### src/rtl/param_combo_lock_if.sv
// rtl/param_combo_lock_if.sv - entry/status bundle between keypad conditioner, lock and display.
// The prog pulse exists only when COMBO_LOCK_PROG_EN is defined.
interface param_combo_lock_if #(
    parameter int DIGIT_W   = 4,
    parameter int CODE_LEN  = 4,
    parameter int MAX_TRIES = 3
);
    localparam int DC_W = $clog2(CODE_LEN + 1);
    localparam int TL_W = $clog2(MAX_TRIES + 1);

    logic               enter;
    logic [DIGIT_W-1:0] digit;
    logic               relock;
`ifdef COMBO_LOCK_PROG_EN
    logic               prog;
`endif
    logic [2:0]         state;
    logic               open;
    logic               fail;
    logic               locked_out;
    logic [DC_W-1:0]    digit_count;
    logic [TL_W-1:0]    tries_left;

    modport master (
`ifdef COMBO_LOCK_PROG_EN
        output prog,
`endif
        output enter, digit, relock,
        input  state, open, fail, locked_out, digit_count, tries_left
    );

    modport slave (
`ifdef COMBO_LOCK_PROG_EN
        input  prog,
`endif
        input  enter, digit, relock,
        output state, open, fail, locked_out, digit_count, tries_left
    );
endinterface

### src/rtl/param_combo_lock.sv
// rtl/param_combo_lock.sv - parametrised combination lock with retry limit and timed lockout.
// Define COMBO_LOCK_PROG_EN to make the code reprogrammable from the OPEN state.
module param_combo_lock #(
    parameter int                          DIGIT_W        = 4,
    parameter int                          CODE_LEN       = 4,
    parameter logic [CODE_LEN*DIGIT_W-1:0] CODE           = 16'h1234,
    parameter int                          MAX_TRIES      = 3,
    parameter int                          LOCKOUT_CYCLES = 250000000
) (
    input  logic              clk,
    input  logic              rst_n,
    param_combo_lock_if.slave bus
);
    localparam int CODE_W = CODE_LEN * DIGIT_W;
    localparam int DC_W   = $clog2(CODE_LEN + 1);
    localparam int TL_W   = $clog2(MAX_TRIES + 1);
    localparam int CNT_W  = (LOCKOUT_CYCLES > 1) ? $clog2(LOCKOUT_CYCLES) : 1;

    localparam logic [DC_W-1:0]  LAST_IDX = DC_W'(CODE_LEN - 1);
    localparam logic [TL_W-1:0]  FULL_TL  = TL_W'(MAX_TRIES);
    localparam logic [CNT_W-1:0] CNT_LAST = CNT_W'(LOCKOUT_CYCLES - 1);

    typedef enum logic [2:0] {
        S_IDLE    = 3'd0,
        S_OPEN    = 3'd1,
        S_FAIL    = 3'd2,
`ifdef COMBO_LOCK_PROG_EN
        S_LOCKOUT = 3'd3,
        S_PROG    = 3'd4
`else
        S_LOCKOUT = 3'd3
`endif
    } state_t;

    state_t            state_q, state_d;
    logic              flag_q, flag_d;
    logic [DC_W-1:0]   dc_q, dc_d;
    logic [TL_W-1:0]   tl_q, tl_d;
    logic [CNT_W-1:0]  cnt_q, cnt_d;
    logic              open_q, fail_q, lo_q;
    logic [CODE_W-1:0] code_q;

`ifdef COMBO_LOCK_PROG_EN
    logic [CODE_W-1:0] code_d;
    logic [CODE_W-1:0] stage_q, stage_d;
    logic [CODE_W-1:0] stage_next;
`else
    assign code_q = CODE;
`endif

    logic [DC_W-1:0] idx;
    logic            flag_base;
    logic            attempt_bad;

    function automatic logic [DIGIT_W-1:0] code_digit(input logic [CODE_W-1:0] c,
                                                     input logic [DC_W-1:0]   pos);
        logic [DIGIT_W-1:0] d;
        d = '0;
        for (int i = 0; i < CODE_LEN; i++) begin
            if (pos == DC_W'(i)) d = c[(CODE_LEN-1-i)*DIGIT_W +: DIGIT_W];
        end
        return d;
    endfunction

    always_comb begin
        state_d = state_q;
        flag_d  = flag_q;
        dc_d    = dc_q;
        tl_d    = tl_q;
        cnt_d   = cnt_q;
`ifdef COMBO_LOCK_PROG_EN
        code_d     = code_q;
        stage_d    = stage_q;
        stage_next = CODE_W'({stage_q, bus.digit});
`endif
        // An Enter in FAIL starts a fresh attempt, so it is scored as digit 0.
        idx         = (state_q == S_FAIL) ? '0 : dc_q;
        flag_base   = (state_q == S_FAIL) ? 1'b0 : flag_q;
        attempt_bad = flag_base | (bus.digit != code_digit(code_q, idx));

        case (state_q)
            S_IDLE, S_FAIL: begin
                if (bus.relock) begin
                    state_d = S_IDLE;
                    dc_d    = '0;
                    flag_d  = 1'b0;
                end else if (bus.enter) begin
                    if (idx == LAST_IDX) begin
                        dc_d   = '0;
                        flag_d = 1'b0;
                        if (!attempt_bad) begin
                            state_d = S_OPEN;
                            tl_d    = FULL_TL;
                        end else if (tl_q <= TL_W'(1)) begin
                            state_d = S_LOCKOUT;
                            tl_d    = '0;
                            cnt_d   = '0;
                        end else begin
                            state_d = S_FAIL;
                            tl_d    = tl_q - TL_W'(1);
                        end
                    end else begin
                        state_d = S_IDLE;
                        dc_d    = idx + DC_W'(1);
                        flag_d  = attempt_bad;
                    end
                end
            end
            S_OPEN: begin
                if (bus.relock) begin
                    state_d = S_IDLE;
`ifdef COMBO_LOCK_PROG_EN
                end else if (bus.prog) begin
                    state_d = S_PROG;
                    dc_d    = '0;
                    stage_d = '0;
`endif
                end
            end
            S_LOCKOUT: begin
                if (cnt_q == CNT_LAST) begin
                    state_d = S_IDLE;
                    cnt_d   = '0;
                    tl_d    = FULL_TL;
                end else begin
                    cnt_d = cnt_q + CNT_W'(1);
                end
            end
`ifdef COMBO_LOCK_PROG_EN
            S_PROG: begin
                // New digits collect in a staging register so an abort keeps the old code.
                if (bus.relock) begin
                    state_d = S_OPEN;
                    dc_d    = '0;
                end else if (bus.enter) begin
                    stage_d = stage_next;
                    if (dc_q == LAST_IDX) begin
                        code_d  = stage_next;
                        dc_d    = '0;
                        state_d = S_OPEN;
                    end else begin
                        dc_d = dc_q + DC_W'(1);
                    end
                end
            end
`endif
            default: begin
                state_d = S_IDLE;
                dc_d    = '0;
                flag_d  = 1'b0;
            end
        endcase
    end

    always_ff @(posedge clk or negedge rst_n) begin
        if (!rst_n) begin
            state_q <= S_IDLE;
            flag_q  <= 1'b0;
            dc_q    <= '0;
            tl_q    <= FULL_TL;
            cnt_q   <= '0;
            open_q  <= 1'b0;
            fail_q  <= 1'b0;
            lo_q    <= 1'b0;
`ifdef COMBO_LOCK_PROG_EN
            code_q  <= CODE;
            stage_q <= '0;
`endif
        end else begin
            state_q <= state_d;
            flag_q  <= flag_d;
            dc_q    <= dc_d;
            tl_q    <= tl_d;
            cnt_q   <= cnt_d;
            open_q  <= (state_d == S_OPEN);
            fail_q  <= (state_d == S_FAIL);
            lo_q    <= (state_d == S_LOCKOUT);
`ifdef COMBO_LOCK_PROG_EN
            code_q  <= code_d;
            stage_q <= stage_d;
`endif
        end
    end

    assign bus.state       = state_q;
    assign bus.open        = open_q;
    assign bus.fail        = fail_q;
    assign bus.locked_out  = lo_q;
    assign bus.digit_count = dc_q;
    assign bus.tries_left  = tl_q;
endmodule

### src/flat_wrapper.sv
// flat-port wrapper written by rule: the top's interface ports become plain ports
module param_combo_lock_flat 
#(
    parameter int                          DIGIT_W        = 4,
    parameter int                          CODE_LEN       = 4,
    parameter logic [CODE_LEN*DIGIT_W-1:0] CODE           = 16'h1234,
    parameter int                          MAX_TRIES      = 3,
    parameter int                          LOCKOUT_CYCLES = 250000000
)
  (clk, rst_n, bus_enter, bus_digit, bus_relock, bus_state, bus_open, bus_fail, bus_locked_out, bus_digit_count, bus_tries_left);
  param_combo_lock_if #(.DIGIT_W(DIGIT_W), .CODE_LEN(CODE_LEN), .MAX_TRIES(MAX_TRIES)) bus_i ();
  input  logic clk;
  input  logic rst_n;
  input wire logic [$bits(bus_i.enter)-1:0] bus_enter;
  input wire logic [$bits(bus_i.digit)-1:0] bus_digit;
  input wire logic [$bits(bus_i.relock)-1:0] bus_relock;
  output wire logic [$bits(bus_i.state)-1:0] bus_state;
  output wire logic [$bits(bus_i.open)-1:0] bus_open;
  output wire logic [$bits(bus_i.fail)-1:0] bus_fail;
  output wire logic [$bits(bus_i.locked_out)-1:0] bus_locked_out;
  output wire logic [$bits(bus_i.digit_count)-1:0] bus_digit_count;
  output wire logic [$bits(bus_i.tries_left)-1:0] bus_tries_left;
  assign bus_i.enter = bus_enter;
  assign bus_i.digit = bus_digit;
  assign bus_i.relock = bus_relock;
  assign bus_state = bus_i.state;
  assign bus_open = bus_i.open;
  assign bus_fail = bus_i.fail;
  assign bus_locked_out = bus_i.locked_out;
  assign bus_digit_count = bus_i.digit_count;
  assign bus_tries_left = bus_i.tries_left;
  param_combo_lock #(.DIGIT_W(DIGIT_W), .CODE_LEN(CODE_LEN), .CODE(CODE), .MAX_TRIES(MAX_TRIES), .LOCKOUT_CYCLES(LOCKOUT_CYCLES)) u_core (.clk(clk), .rst_n(rst_n), .bus(bus_i));
endmodule
### config.mk
export PLATFORM = sky130hd
export DESIGN_NAME = param_combo_lock_flat
export DESIGN_NICKNAME = d
export VERILOG_FILES = /design/src/rtl/param_combo_lock_if.sv /design/src/rtl/param_combo_lock.sv /design/src/flat_wrapper.sv
export SDC_FILE = /design/constraint.sdc
export NUM_CORES = 1
export LEC_CHECK = 0
export BUFFER_PORTS_ARGS = -buffer_cell sky130_fd_sc_hd__buf_2
export CAP_MARGIN = 20
export CORE_ASPECT_RATIO = 1.5
export CORE_MARGIN = 2
export CORE_UTILIZATION = 60
export CTS_CLUSTER_DIAMETER = 120
export DETAILED_ROUTE_END_ITERATION = 8
export HOLD_SLACK_MARGIN = 0.08
export PLACE_DENSITY = 0.9
export SLEW_MARGIN = 20
export SYNTH_ARGS = -nofsm -noshare
export SYNTH_HDL_FRONTEND = slang
export SYNTH_SLANG_ARGS = --single-unit
### constraint.sdc
create_clock -name clk -period 3 [get_ports clk]
set_input_delay 0.3 -clock clk [delete_from_list [all_inputs] [get_ports clk]]
set_output_delay 0.3 -clock clk [all_outputs]
set_load 0.01 [all_outputs]
==> results of run 1 <==
metal layers:
metal	global-route usage, %	routed length, µm	vias to the layer above
li1	-	-	1056
met1	28.8	2100	1099
met2	50.5	3060	111
met3	3.78	280	29
met4	17.6	276	0
met5	0	0	-
flip-flops by register name (all words and copies together), names as in the netlist:
signal                  cells
u_core.cnt_q               28
u_core.bus.digit_count      3
u_core.bus.state            3
u_core.bus.fail             1
u_core.bus.open             1
u_core.flag_q               1
u_core.bus.tries_left       2
u_core.bus.locked_out       1
kinds of logic (layout without fill, tap and decap cells):
group	count (synthesis)	in the layout	share of synthesized area (%)
buffers and inverters	19	40	4.12
AO/OA/AOI/OAI	75	75	21.6
other	1	1	0.156
AND/OR/NAND/NOR	129	129	30.3
flip-flops	40	40	41.9
multiplexers	1	1	0.418
adder cells (fa/ha/maj)	3	3	1.57
how the worst max path moves through the flow:
| stage | endpoint | slack, ns | depth (start not counted) |
|---|---|---|---|
| CTS | u_core.bus.tries_left[1] | 0.28 | 9 |
| global placement | u_core.bus.tries_left[0] | 0.43 | 9 |
| detailed placement | u_core.bus.tries_left[1] | 0.37 | 9 |
| global route | u_core.bus.tries_left[1] | 0.06 | 9 |
| finish | u_core.bus.tries_left[1] | 0.25 | 9 |
| floorplan | u_core.bus.tries_left[0] | 0.42 | 10 |
cell type report:
| cell class | instances | area [µm²] | area share, % |
|---|---|---|---|
| Clock buffer | 5 | 68.8 | 2.61 |
| Timing Repair Buffer | 25 | 143 | 5.40 |
| Inverter | 7 | 26.3 | 0.995 |
| Multi-Input combinational cell | 209 | 1300 | 49.3 |
| Tap cell | 45 | 56.3 | 2.13 |
| Clock inverter | 3 | 42.5 | 1.61 |
| Sequential cell | 40 | 1000 | 38.0 |
stage by stage:
| step | cell area, µm² | setup WS [ns] | hold slack [ns] |
|---|---|---|---|
| 2_1_floorplan | 2400 | 0.424 | 0.00441 |
| 3_3_place_gp | 2530 | 0.434 | 0.453 |
| 3_5_place_dp | 2530 | 0.368 | 0.464 |
| 4_1_cts | 2640 | 0.280 | 0.133 |
| 5_1_grt | 2640 | 0.0575 | 0.183 |
| 6_report | 2640 | 0.254 | 0.110 |
where the power goes:
part	internal, mW	total (mW)	switching, mW	leakage (nW)
clock	0.246	0.436	0.190	0.0541
sequential	0.564	0.598	0.0340	0.483
combinational	0.0388	0.0930	0.0542	0.572
synth_stat cells, drive strengths merged, types with 2 or more instances:
| cell type | count | area [µm²] |
|---|---|---|
| nor3 | 16 | 90.1 |
| nand2b | 2 | 12.5 |
| inv | 7 | 26.3 |
| o41ai | 4 | 35.0 |
| dfrtp | 38 | 951 |
| dfstp | 2 | 52.6 |
| nand3 | 12 | 60.1 |
| a211o | 5 | 46.3 |
| o211a | 2 | 20.0 |
| a31oi | 20 | 140 |
| nor2b | 2 | 12.5 |
| o21ai | 16 | 80.1 |
| nor3b | 2 | 20.0 |
| and3 | 10 | 62.6 |
| and2 | 4 | 26.3 |
| o31ai | 2 | 15.0 |
| or3b | 2 | 17.5 |
| o31a | 2 | 17.5 |
| buf | 8 | 57.6 |
| ha | 3 | 37.5 |
| a21oi | 13 | 65.1 |
| nand4 | 6 | 37.5 |
| nor4 | 6 | 62.6 |
| clkbuf | 4 | 15.0 |
| and4 | 4 | 35.0 |
| a211oi | 2 | 15.0 |
| or3 | 2 | 12.5 |
| nand4b | 3 | 26.3 |
| nor2 | 29 | 109 |
| o22a | 2 | 20.0 |
| nand2 | 24 | 90.1 |
==> impl_metrics.sql, run 1 <==
INSERT INTO impl_metrics (metric_group, metric, value, unit) VALUES
('yosys', 'synth_flop_cell', 'dfrtp_1', ''),
('die', 'die-height', '81.4', 'µm'),
('sta', 'fin_tns_setup', '0', 'ns'),
('critical_path', 'timing_worst_setup_path_type', 'register to register', ''),
('critical_path', 'worst-r2r-setup-slack', '0.25', 'ns'),
('grt', 'grt_max_degree', '41', ''),
('detailed_routing', 'dr.first_iter.drc_count', '206', ''),
('power', 'ir_worst_vdd', '0.000331', 'V'),
('sta', 'timing.final.crit_share', '91.5', '%'),
('detailed_routing', 'vias', '2295', ''),
('sta', 'setup_repair_after_global_routing_missed_its_margin', 'no', ''),
('clocking', 'cts_tree', 'done', ''),
('grt', 'grt_antenna_before_repair', '0', ''),
('clocking', 'clkLatencyLatePin', '0.30', 'ns'),
('critical_path', 'worstSetupStartpointType', 'register', ''),
('sta', 'final_setup_violations', '0', ''),
('yosys', 'synth_edf_count', '0', ''),
('critical_path', 'worst_r2r_path_depth', '9', ''),
('clocking', 'htree_levels', '2', ''),
('yosys', 'synth.avg_cell_area', '8.95', 'µm²'),
('clocking', 'cts_resized', '0', ''),
('flow_run', 'cap_viol_max_count', '0', ''),
('detailed_routing', 'drtPass1Iterations', '5', ''),
('die', 'die-area', '4530', 'µm²'),
('yosys', 'synth_sequential_area_ratio', '41.9', '%'),
('placed_design', 'place.gp.congestion', '0.883', ''),
('yosys', 'mappedNetlistArea', '2400', 'µm²'),
('die', 'core.rowCount', '28', ''),
('grt', 'global_route_total_usage_across_every_layer', '27.2', '%'),
('critical_path', 'end_kind', 'register', ''),
('die', 'count_of_boundary_i_o_pins', '19', ''),
('layout', 'post-route-util', '67.9', '%'),
('sta', 'slew_headroom', '29.7', '%'),
('die', 'die_x', '55.6', 'µm'),
('detailed_routing', 'drt.antenna.violating_nets', '0', ''),
('grt', 'number_of_global_route_vias_before_repair', '2175', ''),
('grt', 'global_route_wire_length_before_repair', '9.65', 'mm'),
('clocking', 'clk_pin_slew_worst_paths', '0.08', 'ns'),
('yosys', 'yosys.cell_types.count', '55', ''),
('clocking', 'cts_hold_fix_bufs', '0', ''),
('detailed_routing', 'wl_per_cell', '17.1', 'µm'),
('power', 'power_density', '427', 'nW/µm²'),
('layout', 'layout.cells.most_common_list', 'dfrtp_1, nor2_1, nand2_1', ''),
('critical_path', 'timing.critical_path.from', 'u_core.bus.state[0]', ''),
('run_status', 'run_status', 'complete, no violations', ''),
('clocking', 'number_of_sinks_driven_by_the_clock_tree', '40', ''),
('yosys', 'post_synth_inst_count', '268', ''),
('critical_path', 'worst_path_largest_cell_delay', '0.55', 'ns'),
('yosys', 'ff_latch_count_synth', '40', ''),
('yosys', 'ys_async_sr_fraction', '100', '%'),
('placed_design', 'post-dp-hpwl', '4.08', 'mm'),
('layout', 'layout.filler_cells', '306', ''),
('yosys', 'number_of_nets_produced_by_synthesis', '279', ''),
('sta', 'worst_pin_slew', '1.05', 'ns'),
('critical_path', 'cp_max_fo', '7', ''),
('detailed_routing', 'drt_wl_total', '5.71', 'mm'),
('critical_path', 'worst_ep_required_time', '3.23', 'ns'),
('sta', 'timing_max_transition_violations_final', '0', ''),
('die', 'core_area', '3890', 'µm²'),
('critical_path', 'cp_num_buf_inv', '0', ''),
('layout', 'post_route_cells_drive_above_1_share', '19.4', '%'),
('detailed_routing', 'vias_per_cell', '6.87', ''),
('layout', 'antenna_cells_inserted', '0', ''),
('critical_path', 'path_delay_family', 'simple AND/OR/NAND/NOR gates', ''),
('critical_path', 'slowest_stage_cell_cp', 'or4_1', ''),
('placed_design', 'place_inst', '326', ''),
('worst_hold_path', 'hold_path_class', 'primary input to async pin', ''),
('sta', 'fin_clk_skew', '0.00978', 'ns'),
('clocking', 'cts-root-to-sink-buffers', '2', ''),
('layout', 'num-nets-final', '299', ''),
('die', 'start_util', '61.6', '%');
(Power assumes the default switching activity.)
==> run 2, diff against run 1 <==
--- a/config.mk
+++ b/config.mk
@@ -5,6 +5,7 @@
 export SDC_FILE = /design/constraint.sdc
 export NUM_CORES = 1
 export LEC_CHECK = 0
+export ABC_AREA = 1
 export BUFFER_PORTS_ARGS = -buffer_cell sky130_fd_sc_hd__buf_2
 export CAP_MARGIN = 20
 export CORE_ASPECT_RATIO = 1.5
@@ -12,8 +13,9 @@
 export CORE_UTILIZATION = 60
 export CTS_CLUSTER_DIAMETER = 120
 export DETAILED_ROUTE_END_ITERATION = 8
+export GPL_TIMING_DRIVEN = 0
 export HOLD_SLACK_MARGIN = 0.08
-export PLACE_DENSITY = 0.9
+export PLACE_DENSITY = 0.89
 export SLEW_MARGIN = 20
 export SYNTH_ARGS = -nofsm -noshare
 export SYNTH_HDL_FRONTEND = slang
==> impl_metrics.sql, run 2 <==
INSERT INTO impl_metrics (metric_group, metric, value, unit) VALUES
('sta', 'whs', '0.120', 'ns'),
('detailed_routing', 'wl_per_cell', '14.3', 'µm'),
('flow_run', 'cap_viol_max_count', '0', ''),
('layout', 'largest_register_ffs', '28', ''),
('critical_path', 'crit_path_frequent_cell', 'nand2_1', ''),
('clocking', 'clkLatencyLatePin', '0.30', 'ns'),
('sta', 'timing_max_transition_violations_final', '0', ''),
('sta', 'setup_repair_after_global_routing_missed_its_margin', 'no', ''),
('clocking', 'cts_tree', 'done', ''),
('die', 'die_x', '58.3', 'µm'),
('sta', 'period_minus_slack', '2.30', 'ns'),
('sta', 'fin_clk_skew', '0.00737', 'ns'),
('power', 'power_leakage', '1.52', 'nW'),
('critical_path', 'critical_path_cell_count', '12', ''),
('clocking', 'clk_pin_slew_worst_paths', '0.09', 'ns'),
('sta', 'final_setup_violations', '0', ''),
('layout', 'area.growth.synth_to_final', '9.91', '%'),
('die', 'core.rowCount', '29', ''),
('sta', 'timing.final.crit_share', '76.5', '%'),
('critical_path', 'end_kind', 'register', ''),
('grt', 'number_of_global_route_vias_before_repair', '2552', ''),
('layout', 'num-nets-final', '424', ''),
('yosys', 'synth_top_cell_area_share', '35.9', '%'),
('yosys', 'synthMostInstantiatedCell', 'nand2_1', ''),
('critical_path', 'worstSetupStartpointType', 'register', ''),
('grt', 'grt_antenna_before_repair', '0', ''),
('grt', 'global_route_total_usage_across_every_layer', '28.9', '%'),
('power', 'power', '1.08', 'mW'),
('yosys', 'number_of_nets_produced_by_synthesis', '399', ''),
('layout', 'final_common_cell', 'nand2_1', ''),
('detailed_routing', 'drt_wl_total', '6.59', 'mm'),
('critical_path', 'timing_worst_setup_path_type', 'register to register', ''),
('power', 'ir_worst_vdd', '0.000446', 'V'),
('yosys', 'synth_sequential_area_ratio', '37.9', '%'),
('clocking', 'numCtsBuffers', '5', ''),
('placed_design', 'post-dp-hpwl', '4.94', 'mm'),
('yosys', 'yosysWarningCount', '0', ''),
('die', 'start_util', '62.4', '%'),
('grt', 'global_route_wire_length_before_repair', '11.0', 'mm'),
('layout', 'multi_input_area', '1410', 'µm²'),
('die', 'core_area', '4250', 'µm²'),
('clocking', 'cts_root_buf', 'clkbuf_8', ''),
('critical_path', 'cp_max_fo', '10', ''),
('die', 'die-area', '4980', 'µm²'),
('critical_path', 'worst_r2r_endpoint', 'u_core.cnt_q[19]', ''),
('critical_path', 'worst_path_largest_cell_delay', '0.43', 'ns'),
('clocking', 'cts_resized', '0', ''),
('yosys', 'post-synth-top-area-cell', 'dfrtp_1', ''),
('sta', 'fmax', '436', 'MHz'),
('yosys', 'ys_async_sr_fraction', '100', '%'),
('worst_hold_path', 'hold_path_class', 'primary input to async pin', ''),
('critical_path', 'cp_num_buf_inv', '2', ''),
('critical_path', 'worstPathArrival', '2.49', 'ns'),
('sta', 'slew_headroom', '40.0', '%'),
('detailed_routing', 'post-route-drc-count', '0', ''),
('sta', 'fin_tns_setup', '0', 'ns'),
('critical_path', 'critical_path.cell_chain', 'nor2_4 -> a21oi_1 -> inv_1 -> ha_1 -> or2_2 -> nand4_1 -> nand2_1 -> nand3_2 -> nand4_4 -> buf_6 -> nand2_1 -> nand2_1', ''),
('critical_path', 'worst_ep_required_time', '3.19', 'ns'),
('critical_path', 'r2r-start', 'u_core.bus.state[2]', ''),
('layout', 'largest-register', 'u_core.cnt_q', ''),
('critical_path', 'worst-r2r-setup-slack', '0.70', 'ns'),
('yosys', 'synth_common_cells', 'nand2_1, inv_1, dfrtp_1', ''),
('critical_path', 'timing.critical_path.from', 'u_core.bus.state[2]', ''),
('yosys', 'post_synth_inst_count', '388', ''),
('yosys', 'synth_flop_cell', 'dfrtp_1', ''),
('layout', 'layout.cells.most_common_list', 'nand2_1, inv_1, dfrtp_1', ''),
('clocking', 'number_of_sinks_driven_by_the_clock_tree', '40', ''),
('grt', 'grt_max_degree', '41', ''),
('yosys', 'yosys.cell_types.count', '29', ''),
('placed_design', 'io_buffers', '18', ''),
('clocking', 'cts_hold_fix_bufs', '0', ''),
('detailed_routing', 'drt.antenna.violating_nets', '0', ''),
('yosys', 'post_synth_main_area_contributors', 'dfrtp_1, nand2_1, inv_1, nand3_1, nor2_1', ''),
('die', 'die-height', '85.4', 'µm'),
('placed_design', 'place.gp.congestion', '0.979', ''),
('run_status', 'run_status', 'complete, no violations', ''),
('critical_path', 'path_delay_family', 'simple AND/OR/NAND/NOR gates', ''),
('detailed_routing', 'dr.first_iter.drc_count', '140', ''),
('layout', 'post_route_cells_drive_above_1_share', '10.9', '%'),
('critical_path', 'cp-endpoint', 'u_core.cnt_q[19]', ''),
('layout', 'post-route-util', '68.6', '%'),
('sta', 'count_of_endpoints_failing_hold_in_the_final_timing_report', '0', ''),
('grt', 'grt.overflow.total', '0', ''),
('detailed_routing', 'vias_per_cell', '5.66', ''),
('yosys', 'synth_edf_count', '0', ''),
('sta', 'worst_pin_slew', '0.900', 'ns'),
('yosys', 'synth.avg_cell_area', '6.83', 'µm²'),
('detailed_routing', 'vias', '2604', ''),
('yosys', 'ff_latch_count_synth', '40', ''),
('layout', 'antenna_cells_inserted', '0', ''),
('layout', 'layout.filler_cells', '357', ''),
('yosys', 'mappedNetlistArea', '2650', 'µm²'),
('die', 'count_of_boundary_i_o_pins', '19', ''),
('critical_path', 'slowest_stage_cell_cp', 'dfrtp_1', ''),
('clocking', 'cts-root-to-sink-buffers', '2', ''),
('detailed_routing', 'drtPass1Iterations', '4', ''),
('clocking', 'htree_levels', '2', ''),
('layout', 'regArea', '1000', 'µm²'),
('power', 'power_density', '372', 'nW/µm²'),
('critical_path', 'worst_r2r_path_depth', '12', ''),
('clocking', 'cts_setup_buffers', '0', '');
==> run 2: routing by layer <==
layer  vias up  track usage (%)  routed length, µm  part of all wire (%)
li1       1287                -                  -                     -
met1      1207             31.2               2570                    39
met2        81             50.7               3460                    53
met3        29             5.03                240                   3.6
met4         0             17.3                321                   4.9
met5         -                0                  0                     0
==> run 2: worst min-delay path by stage <==
stage	slack [ns]	cells after the start	end
finish	0.12	1	u_core.cnt_q[14]
global route	0.20	1	u_core.cnt_q[14]
global placement	0.47	1	u_core.cnt_q[19]
floorplan	0.004	0	u_core.bus.digit_count[0]
detailed placement	0.47	1	u_core.cnt_q[11]
CTS	0.15	1	u_core.cnt_q[14]
==> run 2: kinds of logic after synthesis <==
family,synth area share [%]
AO/OA/AOI/OAI,3.97
adder cells (fa/ha/maj),1.42
AND/OR/NAND/NOR,44.5
other,0.142
flip-flops,37.9
buffers and inverters,9.11
XOR/XNOR,2.97
==> run 2: final cells by class <==
class | instances | area share (%)
Inverter | 54 | 6.96
Timing Repair Buffer | 18 | 3.09
Sequential cell | 40 | 34.5
Clock inverter | 3 | 1.59
Tap cell | 46 | 1.98
Clock buffer | 5 | 2.36
Buffer | 6 | 1.33
Multi-Input combinational cell | 288 | 48.2
==> run 2: where the power goes <==
| group | internal, mW | switching, mW | leakage [nW] |
|---|---|---|---|
| Sequential | 0.546 | 0.00659 | 0.548 |
| Combinational | 0.0209 | 0.0425 | 0.917 |
| Clock | 0.251 | 0.217 | 0.0548 |
==> run 2: stage by stage <==
stage | area [µm²] | cells | setup slack (ns)
finish | 2910 | 460 | 0.704
global route | 2910 | 460 | 0.450
CTS | 2910 | 460 | 0.690
detailed placement | 2800 | 452 | 0.713
global placement | 2800 | 452 | 0.810
floorplan | 2650 | 388 | 0.970
==> run 3, diff against run 2 <==
==> constraint.sdc (replaced) <==
create_clock -name clk -period 2.36 [get_ports clk]
set_input_delay 0.236 -clock clk [delete_from_list [all_inputs] [get_ports clk]]
set_output_delay 0.236 -clock clk [all_outputs]
set_load 0.01 [all_outputs]
==> impl_metrics.sql, run 3 (synthesis gave the netlist of run 2 again) <==
INSERT INTO impl_metrics (metric_group, metric, value, unit) VALUES
('run_status', 'run_status', 'complete, no violations', ''),
('grt', 'grt_max_degree', '41', ''),
('sta', 'worst_pin_slew', '0.894', 'ns'),
('die', 'die-area', '4980', 'µm²'),
('grt', 'grt_antenna_before_repair', '0', ''),
('layout', 'post_route_cells_drive_above_1_share', '13.3', '%'),
('layout', 'largest-register', 'u_core.cnt_q', ''),
('sta', 'fin_clk_skew', '0.00802', 'ns'),
('layout', 'area.growth.synth_to_final', '12.5', '%'),
('clocking', 'clk_pin_slew_worst_paths', '0.09', 'ns'),
('layout', 'largest_register_ffs', '28', ''),
('layout', 'num-nets-final', '432', ''),
('detailed_routing', 'route.layer.met1.wl', '2.57', 'mm'),
('critical_path', 'cp_max_fo', '6', ''),
('detailed_routing', 'detailroute.wirelength.met2', '3.57', 'mm'),
('sta', 'timing.final.crit_share', '92.5', '%'),
('layout', 'fin_cells', '468', ''),
('critical_path', 'timing_worst_setup_path_type', 'register to register', ''),
('power', 'ir_worst_vdd', '0.000564', 'V'),
('clocking', 'numCtsBuffers', '5', ''),
('critical_path', 'worstPathArrival', '2.38', 'ns'),
('power', 'power_density', '466', 'nW/µm²'),
('power', 'power_leakage', '1.55', 'nW'),
('sta', 'period_minus_slack', '2.18', 'ns'),
('clocking', 'cts_root_buf', 'clkbuf_8', ''),
('sta', 'whs', '0.0534', 'ns'),
('clocking', 'htree_levels', '2', ''),
('die', 'core_area', '4250', 'µm²'),
('detailed_routing', 'drt.antenna.violating_nets', '0', ''),
('die', 'die-height', '85.4', 'µm'),
('placed_design', 'post-dp-hpwl', '4.94', 'mm'),
('critical_path', 'worst_ep_required_time', '2.56', 'ns'),
('critical_path', 'end_kind', 'register', ''),
('detailed_routing', 'dr.first_iter.drc_count', '138', ''),
('detailed_routing', 'routed_length_on_met3', '365', 'µm'),
('sta', 'setup_slack', '0.178', 'ns'),
('flow_run', 'cap_viol_max_count', '0', ''),
('sta', 'fmax', '458', 'MHz'),
('detailed_routing', 'vias', '2731', ''),
('detailed_routing', 'post-route-drc-count', '0', ''),
('sta', 'timing_max_transition_violations_final', '0', ''),
('placed_design', 'post-place-ws', '0.0735', 'ns'),
('grt', 'global_route_wire_length_before_repair', '11.0', 'mm'),
('clocking', 'cts_tree', 'done', ''),
('sta', 'final_setup_violations', '0', ''),
('detailed_routing', 'wl_per_cell', '14.8', 'µm'),
('clocking', 'cts-root-to-sink-buffers', '2', ''),
('critical_path', 'worst-r2r-setup-slack', '0.18', 'ns'),
('placed_design', 'place_inst', '452', ''),
('layout', 'antenna_cells_inserted', '0', ''),
('placed_design', 'place.gp.congestion', '0.979', ''),
('sta', 'slew_headroom', '40.4', '%'),
('clocking', 'cts_hold_fix_bufs', '0', ''),
('clocking', 'clkLatencyLatePin', '0.30', 'ns'),
('die', 'start_util', '62.4', '%'),
('die', 'die_x', '58.3', 'µm'),
('layout', 'final_common_cell', 'nand2_1', ''),
('placed_design', 'io_buffers', '18', ''),
('grt', 'number_of_global_route_vias_before_repair', '2552', ''),
('grt', 'grt.overflow.total', '0', ''),
('worst_hold_path', 'hold_path_class', 'primary input to async pin', ''),
('die', 'core.rowCount', '29', ''),
('detailed_routing', 'vias_per_cell', '5.84', ''),
('detailed_routing', 'drtPass1Iterations', '5', ''),
('sta', 'count_of_endpoints_failing_hold_in_the_final_timing_report', '0', ''),
('layout', 'layout.cells.most_common_list', 'nand2_1, inv_1, dfrtp_1', ''),
('layout', 'post-route-util', '70.2', '%'),
('detailed_routing', 'topRoutingLayerUsed', 'met4', ''),
('grt', 'global_route_total_usage_across_every_layer', '28.9', '%'),
('clocking', 'number_of_sinks_driven_by_the_clock_tree', '40', ''),
('die', 'count_of_boundary_i_o_pins', '19', ''),
('critical_path', 'worstSetupStartpointType', 'register', ''),
('detailed_routing', 'drt_wl_total', '6.92', 'mm');
==> run 3: cell type report <==
cell class | count | area (µm²)
multi-input combinational | 288 | 1410
fill | 340 | 1260
sequential | 40 | 1000
inverter | 54 | 203
timing repair buffer | 26 | 148
clock buffer | 5 | 68.8
tap | 46 | 57.6
clock inverter | 3 | 46.3
buffer | 6 | 42.5
==> run 3: final timing paths <==
kind,from,to,cells after the start
setup / recovery,u_core.bus.state[0],u_core.cnt_q[21],13
hold / removal,rst_n,u_core.cnt_q[21],1
setup reg to reg,u_core.bus.state[0],u_core.cnt_q[21],13
hold reg to reg,u_core.bus.tries_left[0],u_core.bus.tries_left[0],2
max in group asynchronous,rst_n,u_core.bus.digit_count[0],1
min in group clk,bus_relock,u_core.bus.digit_count[2],4
==> run 3: repair_timing <==
| action | CTS | global route |
|---|---|---|
| resized for setup | 0 | 6 |
| buffers inserted | 0 | 7 |
| endpoints found under the setup margin | 0 | 31 |
==> run 3: report_power, final <==
| group | switching, mW | total, mW | leakage [nW] | internal, mW |
|---|---|---|---|---|
| logic | 0.0588 | 0.0927 | 0.953 | 0.0340 |
| registers | 0.00831 | 0.702 | 0.547 | 0.694 |
| clock network | 0.275 | 0.594 | 0.0548 | 0.319 |
| total | 0.342 | 1.39 | 1.55 | 1.05 |
==> run 3: stage by stage <==
stage	power, mW	area (µm²)	TNS (ns)
after global placement	0.794	2800	0
after global routing	1.43	2980	-0.0253
after CTS	1.38	2910	0
after detailed placement	0.797	2800	0
after floorplan	0.759	2650	0
final	1.39	2980	0
==> run 3: layer usage <==
layer	up-vias	track usage, %
met5	-	0
met4	0	17.3
met3	42	5.03
met2	130	50.7
met1	1258	31.2
li1	1301	-
==> run 3: critical path, cell delays in order (launching register included) <==
cell     delay, ns
dfrtp_1       0.43
nor2_4        0.22
nand2_4       0.07
inv_1         0.07
nor2_2        0.04
ha_1          0.19
or2_2         0.28
nand4_1       0.09
nand2_1       0.09
nand3_2       0.11
nand4_4       0.15
buf_4         0.22
nand2_1       0.06
nand2_1       0.05
